<file path="src/rtl/uart_pkg.sv">
// Shared UART definitions: receiver state encoding, character width and
// small helpers used by the console UART blocks.
package uart_pkg;

  typedef enum logic [2:0] {
    IDLE  = 3'd0,
    START = 3'd1,
    DATA  = 3'd2,
    STOP  = 3'd3,
    BREAK = 3'd4
  } uart_rx_state_t;

  localparam int UART_DATA_BITS = 8;

  // Next value of a sticky status flag; a clear wins over a set in the
  // same cycle so software never loses a clear to a racing event.
  function automatic logic sticky_next(input logic flag,
                                       input logic set,
                                       input logic clear);
    logic result;
    if (clear) begin
      result = 1'b0;
    end else if (set) begin
      result = 1'b1;
    end else begin
      result = flag;
    end
    return result;
  endfunction

endpackage

</file>
<file path="src/rtl/sync_fifo.sv">
// Single-clock show-ahead FIFO with occupancy count. The head entry is
// visible on 'head' whenever 'empty' is low; a pop advances it with no
// read latency. A push while full is accepted only if a pop happens in the
// same cycle; a pop while empty is ignored.
module sync_fifo #(
  parameter int WIDTH = 8,
  parameter int DEPTH = 16
) (
  input  logic                       clock,
  input  logic                       reset,
  input  logic                       push,
  input  logic [WIDTH-1:0]           push_data,
  input  logic                       pop,
  output logic [WIDTH-1:0]           head,
  output logic                       empty,
  output logic                       full,
  output logic [$clog2(DEPTH):0]     count
);

  localparam int AW = $clog2(DEPTH);
  localparam logic [AW:0] FULL_COUNT = (AW+1)'(DEPTH);

  logic [WIDTH-1:0] mem_r [DEPTH];
  logic [AW-1:0]    wr_ptr_r;
  logic [AW-1:0]    rd_ptr_r;
  logic [AW:0]      count_r;
  logic             do_pop_s;
  logic             do_push_s;

  assign empty = (count_r == {(AW+1){1'b0}});
  assign full  = (count_r == FULL_COUNT);
  assign count = count_r;
  assign head  = mem_r[rd_ptr_r];

  // Decide which of the requested operations actually take effect.
  always_comb begin
    do_pop_s  = pop & ~empty;
    do_push_s = push & (~full | do_pop_s);
  end

  // Storage, pointers (wrap naturally, depth is a power of two) and count.
  always_ff @(posedge clock) begin
    if (reset) begin
      for (int i = 0; i < DEPTH; i++) begin
        mem_r[i] <= {WIDTH{1'b0}};
      end
      wr_ptr_r <= {AW{1'b0}};
      rd_ptr_r <= {AW{1'b0}};
      count_r  <= {(AW+1){1'b0}};
    end else begin
      if (do_push_s) begin
        mem_r[wr_ptr_r] <= push_data;
        wr_ptr_r        <= wr_ptr_r + AW'(1);
      end
      if (do_pop_s) begin
        rd_ptr_r <= rd_ptr_r + AW'(1);
      end
      case ({do_push_s, do_pop_s})
        2'b10:   count_r <= count_r + (AW+1)'(1);
        2'b01:   count_r <= count_r - (AW+1)'(1);
        default: count_r <= count_r;
      endcase
    end
  end

endmodule

</file>
<file path="src/rtl/uart_rx.sv">
// Console UART receiver: two-flop synchroniser on the pin, 8N1 deframing
// FSM with mid-bit sampling, sticky framing/overrun flags and a show-ahead
// byte FIFO read by the register block.
module uart_rx
  import uart_pkg::*;
#(
  parameter int CLOCKS_PER_BIT = 434,
  parameter int FIFO_DEPTH     = 16
) (
  input  logic                          clock,
  input  logic                          reset,
  input  logic                          UART_RX,
  input  logic                          rx_pop,
  input  logic                          clear_errors,
  output logic [7:0]                    rx_data,
  output logic                          rx_empty,
  output logic [$clog2(FIFO_DEPTH):0]   rx_count,
  output logic                          rx_framing_error,
  output logic                          rx_overrun
);

  localparam int TW = $clog2(CLOCKS_PER_BIT);
  localparam logic [TW-1:0] HALF_LOAD = TW'(CLOCKS_PER_BIT / 2 - 1);
  localparam logic [TW-1:0] FULL_LOAD = TW'(CLOCKS_PER_BIT - 1);
  localparam logic [2:0]    LAST_BIT  = 3'(UART_DATA_BITS - 1);

  logic                      sync1_r;
  logic                      rxs_r;
  uart_rx_state_t            state_r;
  uart_rx_state_t            state_nxt_s;
  logic [TW-1:0]             timer_r;
  logic [TW-1:0]             timer_nxt_s;
  logic [2:0]                bit_cnt_r;
  logic [2:0]                bit_cnt_nxt_s;
  logic [UART_DATA_BITS-1:0] shift_r;
  logic [UART_DATA_BITS-1:0] shift_nxt_s;
  logic                      expired_s;
  logic                      push_s;
  logic                      frame_set_s;
  logic                      overrun_set_s;
  logic                      framing_r;
  logic                      overrun_r;
  logic                      fifo_full_s;

  assign expired_s = (timer_r == {TW{1'b0}});

  // Bring the asynchronous pin into the clock domain; idle level is high.
  always_ff @(posedge clock) begin
    if (reset) begin
      sync1_r <= 1'b1;
      rxs_r   <= 1'b1;
    end else begin
      sync1_r <= UART_RX;
      rxs_r   <= sync1_r;
    end
  end

  // Deframing FSM: next state, bit timer, bit counter and shift register.
  always_comb begin
    state_nxt_s   = state_r;
    timer_nxt_s   = timer_r;
    bit_cnt_nxt_s = bit_cnt_r;
    shift_nxt_s   = shift_r;
    push_s        = 1'b0;
    frame_set_s   = 1'b0;
    case (state_r)
      IDLE: begin
        if (!rxs_r) begin
          timer_nxt_s = HALF_LOAD;
          state_nxt_s = START;
        end else begin
          state_nxt_s = IDLE;
        end
      end
      START: begin
        if (!expired_s) begin
          timer_nxt_s = timer_r - TW'(1);
        end else if (rxs_r) begin
          // Line went back high before mid start bit: treat as noise.
          state_nxt_s = IDLE;
        end else begin
          timer_nxt_s   = FULL_LOAD;
          bit_cnt_nxt_s = 3'd0;
          state_nxt_s   = DATA;
        end
      end
      DATA: begin
        if (!expired_s) begin
          timer_nxt_s = timer_r - TW'(1);
        end else begin
          shift_nxt_s = {rxs_r, shift_r[UART_DATA_BITS-1:1]};
          timer_nxt_s = FULL_LOAD;
          if (bit_cnt_r == LAST_BIT) begin
            state_nxt_s = STOP;
          end else begin
            bit_cnt_nxt_s = bit_cnt_r + 3'd1;
          end
        end
      end
      STOP: begin
        if (!expired_s) begin
          timer_nxt_s = timer_r - TW'(1);
        end else if (rxs_r) begin
          push_s      = 1'b1;
          state_nxt_s = IDLE;
        end else begin
          // Bad stop bit: drop the byte and wait out any break condition.
          frame_set_s = 1'b1;
          state_nxt_s = BREAK;
        end
      end
      BREAK: begin
        if (rxs_r) begin
          state_nxt_s = IDLE;
        end else begin
          state_nxt_s = BREAK;
        end
      end
      default: begin
        state_nxt_s = IDLE;
      end
    endcase
  end

  // FSM state registers.
  always_ff @(posedge clock) begin
    if (reset) begin
      state_r   <= IDLE;
      timer_r   <= {TW{1'b0}};
      bit_cnt_r <= 3'd0;
      shift_r   <= {UART_DATA_BITS{1'b0}};
    end else begin
      state_r   <= state_nxt_s;
      timer_r   <= timer_nxt_s;
      bit_cnt_r <= bit_cnt_nxt_s;
      shift_r   <= shift_nxt_s;
    end
  end

  // A good byte is lost only if the FIFO is full and nothing leaves it.
  always_comb begin
    overrun_set_s = push_s & fifo_full_s & ~rx_pop;
  end

  // Sticky error flags; clear_errors wins over a same-cycle set.
  always_ff @(posedge clock) begin
    if (reset) begin
      framing_r <= 1'b0;
      overrun_r <= 1'b0;
    end else begin
      framing_r <= sticky_next(framing_r, frame_set_s, clear_errors);
      overrun_r <= sticky_next(overrun_r, overrun_set_s, clear_errors);
    end
  end

  assign rx_framing_error = framing_r;
  assign rx_overrun       = overrun_r;

  sync_fifo #(
    .WIDTH (UART_DATA_BITS),
    .DEPTH (FIFO_DEPTH)
  ) u_fifo (
    .clock     (clock),
    .reset     (reset),
    .push      (push_s),
    .push_data (shift_r),
    .pop       (rx_pop),
    .head      (rx_data),
    .empty     (rx_empty),
    .full      (fifo_full_s),
    .count     (rx_count)
  );

endmodule

</file>
<file path="config.mk">
export PLATFORM = sky130hd
export DESIGN_NAME = uart_rx
export DESIGN_NICKNAME = d
export VERILOG_FILES = /design/src/rtl/uart_pkg.sv /design/src/rtl/sync_fifo.sv /design/src/rtl/uart_rx.sv
export SDC_FILE = /design/constraint.sdc
export NUM_CORES = 1
export LEC_CHECK = 0
export ABC_CLOCK_PERIOD_IN_PS = 4500
export BUFFER_PORTS_ARGS = -buffer_cell sky130_fd_sc_hd__buf_4
export CAP_MARGIN = 20
export CORE_AREA = 10 10 134 124
export CTS_CLUSTER_SIZE = 16
export DETAILED_ROUTE_END_ITERATION = 12
export DIE_AREA = 0 0 144 134
export PLACE_DENSITY = 0.82
export SYNTH_ARGS = -nofsm -noshare
export SYNTH_HDL_FRONTEND = slang
export SYNTH_HIERARCHICAL = 1
export SYNTH_SLANG_ARGS = --single-unit
</file>
<file path="constraint.sdc">
create_clock -name clock -period 4.5 [get_ports clock]
set_input_delay 0.675 -clock clock [delete_from_list [all_inputs] [get_ports clock]]
set_output_delay 0.675 -clock clock [all_outputs]
set_load 0.005 [all_outputs]
</file>
* After elaboration in Yosys (flattened, before gate mapping)
Memories as Yosys holds them, arrays and structs flattened. A register that Yosys moved wholly into a read port is not among the register bits. Index checks and enable logic that the tools add are counted.
Storage, ports and cells: bits in registers 40, bits of input ports 5, memories 1, memory bits (writable) 128
Cells by class: bitwise operators 8, reduce and logical (&&, ||, !) cells 12, equal/unequal tests 17, add/sub/neg operators 6, mux-type cells 36
Memories:
- u_fifo.mem_r | words 16, width 8, rd ports 1, clocked after Yosys merged registers in 1, wr ports 16, line sync_fifo.sv:23 | logic [WIDTH-1:0] mem_r [DEPTH];
Operators by type and width (number):
- $mux W9 | 5
- $pmux W9 S4 | 1
- $mux W3 | 9
- $ne A2 B2 Y1 const B | 8
- $pmux W3 S5 | 1
- $mux W1 | 13
- $mux W4 | 3
- $pmux W5 S2 | 1
- $logic_not A9 Y1 | 1
- $sub A9 B1 Y9 const B | 1
- $add A4 B1 Y4 const B | 2
- $mux W8 | 1
- $reduce_and A4 Y1 | 2
- $reduce_or A8 Y1 | 1
- $eq A3 B2 Y1 const B | 2
- $eq A3 B3 Y1 const B | 2
- $pmux W3 S2 | 1
- $add A5 B1 Y5 const B | 1
- $eq A5 B5 Y1 const B | 1
- $logic_not A5 Y1 | 1
- $reduce_and A5 Y1 | 1
- $sub A5 B1 Y5 const B | 1
- $and A1 B1 Y1 | 4
- $reduce_bool A2 Y1 | 2
- other kinds (12) | 14

* Longest topological paths before layout
depth after elaboration 10, depth in mapped cells 13

* Cells and area by module
The synthesis kept the hierarchy.
By module, submodules not included:
- sync_fifo | cells an instance 477, seq. area each 4184.0 µm², times used 1, area an instance 6749.0 µm²
- uart_rx | cells an instance 170, seq. area each 540.5 µm², times used 1, area an instance 1402.6 µm²

* Least setup slack after synthesis
OpenSTA, ideal clock, no wires.
path type reg2reg, start register timer_r[0], end register u_fifo.count_r[4] (netlist: u_fifo/count[4]), arrival 2989 ps, period minus slack after synthesis 3119 ps, setup slack 1381 ps, data required time 4370 ps, cell stages (with the launch flop) 14, cell sequence dfxtp_1 -> inv_1 -> ha_1 -> nor4b_1 -> nand3_1 -> nor4_1 -> nor2b_1 -> o21ai_1 -> inv_1 -> ha_1 -> a21oi_1 -> nand2_1 -> mux2i_1 -> a31oi_1
On the way: cells in the longest elaborated chain, start to end 6, elaborated cells between the ends (all ways) 8, those cells by class 2 x eq/ne; 3 x mux; 1 x bitwise; 2 x reduce/logical
Ends and longest elaborated chain:
- from (decl) | line uart_rx.sv:31 | logic [TW-1:0] timer_r;
- from (signal assigned) | line uart_rx.sv:129 | timer_r <= {TW{1'b0}};
- from (signal assigned) | line uart_rx.sv:134 | timer_r <= timer_nxt_s;
- $logic_not A9 Y1 * | line uart_rx.sv:45 | assign expired_s = (timer_r == {TW{1'b0}});
- $mux W1 * | line uart_rx.sv:101 | if (!expired_s) begin
- $mux W1 * | line uart_rx.sv:66 | case (state_r)
- via push_s | line uart_rx.sv:38 | logic push_s;
- $and A1 B1 Y1 * | line sync_fifo.sv:38 | do_push_s = push & (~full | do_pop_s);
- $eq A2 B1 Y1 or $eq A2 B2 Y1 (tied branches) | line sync_fifo.sv:58 | case ({do_push_s, do_pop_s})
- $pmux W5 S2 or $reduce_bool A2 Y1 (tied branches)
- to (signal assigned) | line sync_fifo.sv:59 | 2'b10: count_r <= count_r + (AW+1)'(1);
- to (signal assigned) | line sync_fifo.sv:60 | 2'b01: count_r <= count_r - (AW+1)'(1);
- to (signal assigned) | line sync_fifo.sv:61 | default: count_r <= count_r;
- to (decl) | line sync_fifo.sv:26 | logic [AW:0] count_r;
Mark *: on every way through the listed nets, which the timed path passes. The rest lies on a longest branch. A chain may end at the register's enable or synchronous reset.

==> impl_metrics.py <==
metrics = {
    "global_route": {
        "grt_pass1_wl_um": 27400,
        "grt_usage_pct": 18.6,
        "grt_pass1_vias": 4970,
        "grt_max_degree": 56,
        "antenna_found_initial": 0,
        "overflow": 0,
    },
    "pwr": {
        "power.density_nw_per_um2": 431,
        "p_leak_nw": 3.24,
        "p_total_mw": 3.85,
        "ir_drop_mv": 0.474,
    },
    "placed_design": {
        "placed_area_um2": 8410,
        "place_inst": 811,
        "pre_cts_ws_ps": 1310,
        "hpwl_um": 11700,
        "gp_congestion": 0.880,
        "port_buffers": 20,
    },
    "critical_path": {
        "cp_data_arrival_time_ps": 2690,
        "cp_num_buf_inv": 2,
        "crit_fanout": 24,
        "crit_type": "flip-flop to primary output",
        "critPathMaxStageDelay_ps": 880,
        "timing.critical_path.to_type": "primary output",
        "start_kind": "flip-flop",
        "worst_r2r_startpoint": "timer_r[0]$_SDFFE_PP0P_",
        "path_cells": "buf_4 > mux4_2 > a22oi_1 > nand2_1 > buf_4",
        "critPathTopFamily": "flip-flops",
        "crit_top_cell": "buf_4",
        "cp_slowest_cell": "dfxtp_2",
        "cp.required_ps": 3830,
    },
    "cts": {
        "cts_root_buf": "clkbuf_16",
        "ctsHoldBuffers": 0,
        "cts_tree": "yes",
        "clock_path_buffers": 2,
        "cts-resized-gates": 0,
        "htree_levels": 4,
        "post_cts_buffers": 0,
        "clk_latency_ps": 430,
        "path_clk_slew_ps": 70,
        "cts_inserted_buffers": 17,
        "cts_sinks": 172,
    },
    "detailed_routing": {
        "first_iter_violations": 536,
        "wl_per_cell_um": 20.8,
        "drc_errors": 0,
        "drtAntennaViolNets": 0,
        "via_count": 5243,
        "wl_um": 17500,
        "viasPerCell": 6.23,
        "first_pass_iters": 5,
    },
    "min_path": {
        "hold_path.class": "flip-flop to flip-flop",
        "worstHoldStart": "sync1_r$_SDFF_PP1_",
    },
    "floorplanning": {
        "io_pins": 21,
        "std_cell_rows": 41,
        "start_util_pct": 59.1,
        "fp.coreArea_um2": 13800,
        "dieWidth_um": 144,
        "die_h_um": 134,
        "die_area_um2": 19300,
    },
    "job": {
        "maxCapViolCount": 0,
    },
    "sta": {
        "rsz0062_at_grt": "no",
        "tightest_slew_ps": 835,
        "period_needed_ps": 3360,
        "holdWs_ps": 416,
        "fmax_ghz": 0.297,
        "setup_slack_ps": 1140,
        "hold_viol": 0,
        "setup_viol_count_final": 0,
        "setup_tns_ps": 0,
        "slew-limit-headroom_pct": 43.8,
        "fin_crit_sh_pct": 74.7,
        "fin_worst_skew_ps": 11.7,
        "drv_slew": 0,
    },
    "cells_and_area": {
        "multi_input_area_um2": 3260,
        "fillers": 999,
        "final_layout_size_suffix_gt1_share_pct": 16.9,
        "diodes": 0,
        "syn2layout_area_growth_pct": 9.53,
        "final_area_um2": 8930,
        "seq_area_um2": 4730,
        "nNetsFinal": 676,
        "utilization_pct": 64.7,
        "final_cells": 842,
    },
    "synth": {
        "synth_area_leader_cell": "edfxtp_1",
        "synth_common_cells": "and2_1, edfxtp_1, dfxtp_1",
        "synth-seq-area-share_pct": 58.0,
        "synth_edf_count": 128,
        "synth.most_common_cell": "and2_1",
        "avgSynthCellArea_um2": 12.6,
        "synth_nets": 665,
        "yosys_most_used_dff": "edfxtp_1",
        "synthCells": 647,
        "synthArstFlopShare_pct": 0,
        "synthTopCellsByArea": "edfxtp_1, dfxtp_1, and2_1",
        "yosys_warnings": 6,
        "ys_ff_latch": 172,
        "synth_cell_types": 65,
        "yosysTopAreaCellShare_pct": 47.2,
        "syn_area_um2": 8150,
    },
    "run_status": {
        "status": "finished, final reports clean",
    },
}
-- routing by layer --
layer  vias up  GRT usage (%)  share of wire (%)
met3        19           4.38                7.8
met2       253           27.8                 47
met1      2574           25.9                 44
met5         -              0                  0
li1       2397              -                  -
met4         0           6.41                1.6
-- path summary, 6_finish.rpt --
path                                       endpoint  slack [ps]  cells past startpoint
setup / recovery                         rx_data[2]        1140                      5
hold / removal                     rxs_r$_SDFF_PP1_         420                      1
setup reg to reg  u_fifo/mem_r[14][7]$_SDFFCE_PN0P_        1190                     10
hold reg to reg                    rxs_r$_SDFF_PP1_         420                      1
-- report_power, final --
part | internal, mW | total (mW) | switching [mW]
Clock | 0.716 | 1.31 | 0.595
Combinational | 0.309 | 0.635 | 0.326
Sequential | 1.78 | 1.90 | 0.120
-- kinds of logic after synthesis --
group	count (synthesis)	share of synthesized area [%]
and+or+nand+nor	293	20.3
DFF	172	58.0
xor gates and xnor gates	7	0.752
buffers and inverters	40	2.04
muxes	38	9.59
AOI/OAI and AO/OA	83	7.18
adders and majority gates	14	2.21
-- sequential cells by signal, indices dropped and copies added, names as in the netlist, named ones only --
name              flops
sync1_r               1
rx_framing_error      1
bit_cnt_r             3
u_fifo/count          5
u_fifo/rd_ptr_r       4
u_fifo/mem_r        128
state_r               3
shift_r               8
timer_r               9
rxs_r                 1
u_fifo/wr_ptr_r       4
rx_overrun            1
-- cell usage in the layout, fill, tap and decap left out, types with 3 or more instances in the layout --
| cell | count |
|---|---|
| mux2i_1 | 5 |
| and2_1 | 132 |
| clkinvlp_4 | 3 |
| or3_1 | 3 |
| dfxtp_1 | 42 |
| nand2_1 | 41 |
| nor3_1 | 8 |
| nand4_1 | 3 |
| buf_4 | 22 |
| o21a_1 | 3 |
| o21ai_0 | 3 |
| o21ai_1 | 6 |
| clkbuf_1 | 3 |
| or2_1 | 4 |
| mux4_2 | 32 |
| or2_2 | 16 |
| ha_1 | 12 |
| clkinv_4 | 4 |
| xor2_1 | 6 |
| a31oi_1 | 4 |
| inv_1 | 10 |
| edfxtp_1 | 128 |
| a21oi_1 | 20 |
| o211ai_1 | 6 |
| a311oi_1 | 3 |
| nor2_1 | 41 |
| a22oi_1 | 16 |
| nand2b_1 | 5 |
| clkbuf_16 | 17 |
| and3_1 | 3 |
| clkinv_2 | 3 |
| nand3_1 | 12 |
| o31ai_1 | 3 |
| nor2b_1 | 9 |
-- area by class of cell --
type	instances	share of cell area [%]
Tap cell	172	2.41
Clock buffer	21	5.04
Inverter	10	0.420
Multi-Input combinational cell	435	36.5
Timing Repair Buffer	22	1.85
Sequential cell	172	52.9
Clock inverter	10	0.813
No activity file was read; power rests on OpenSTA's default activity.
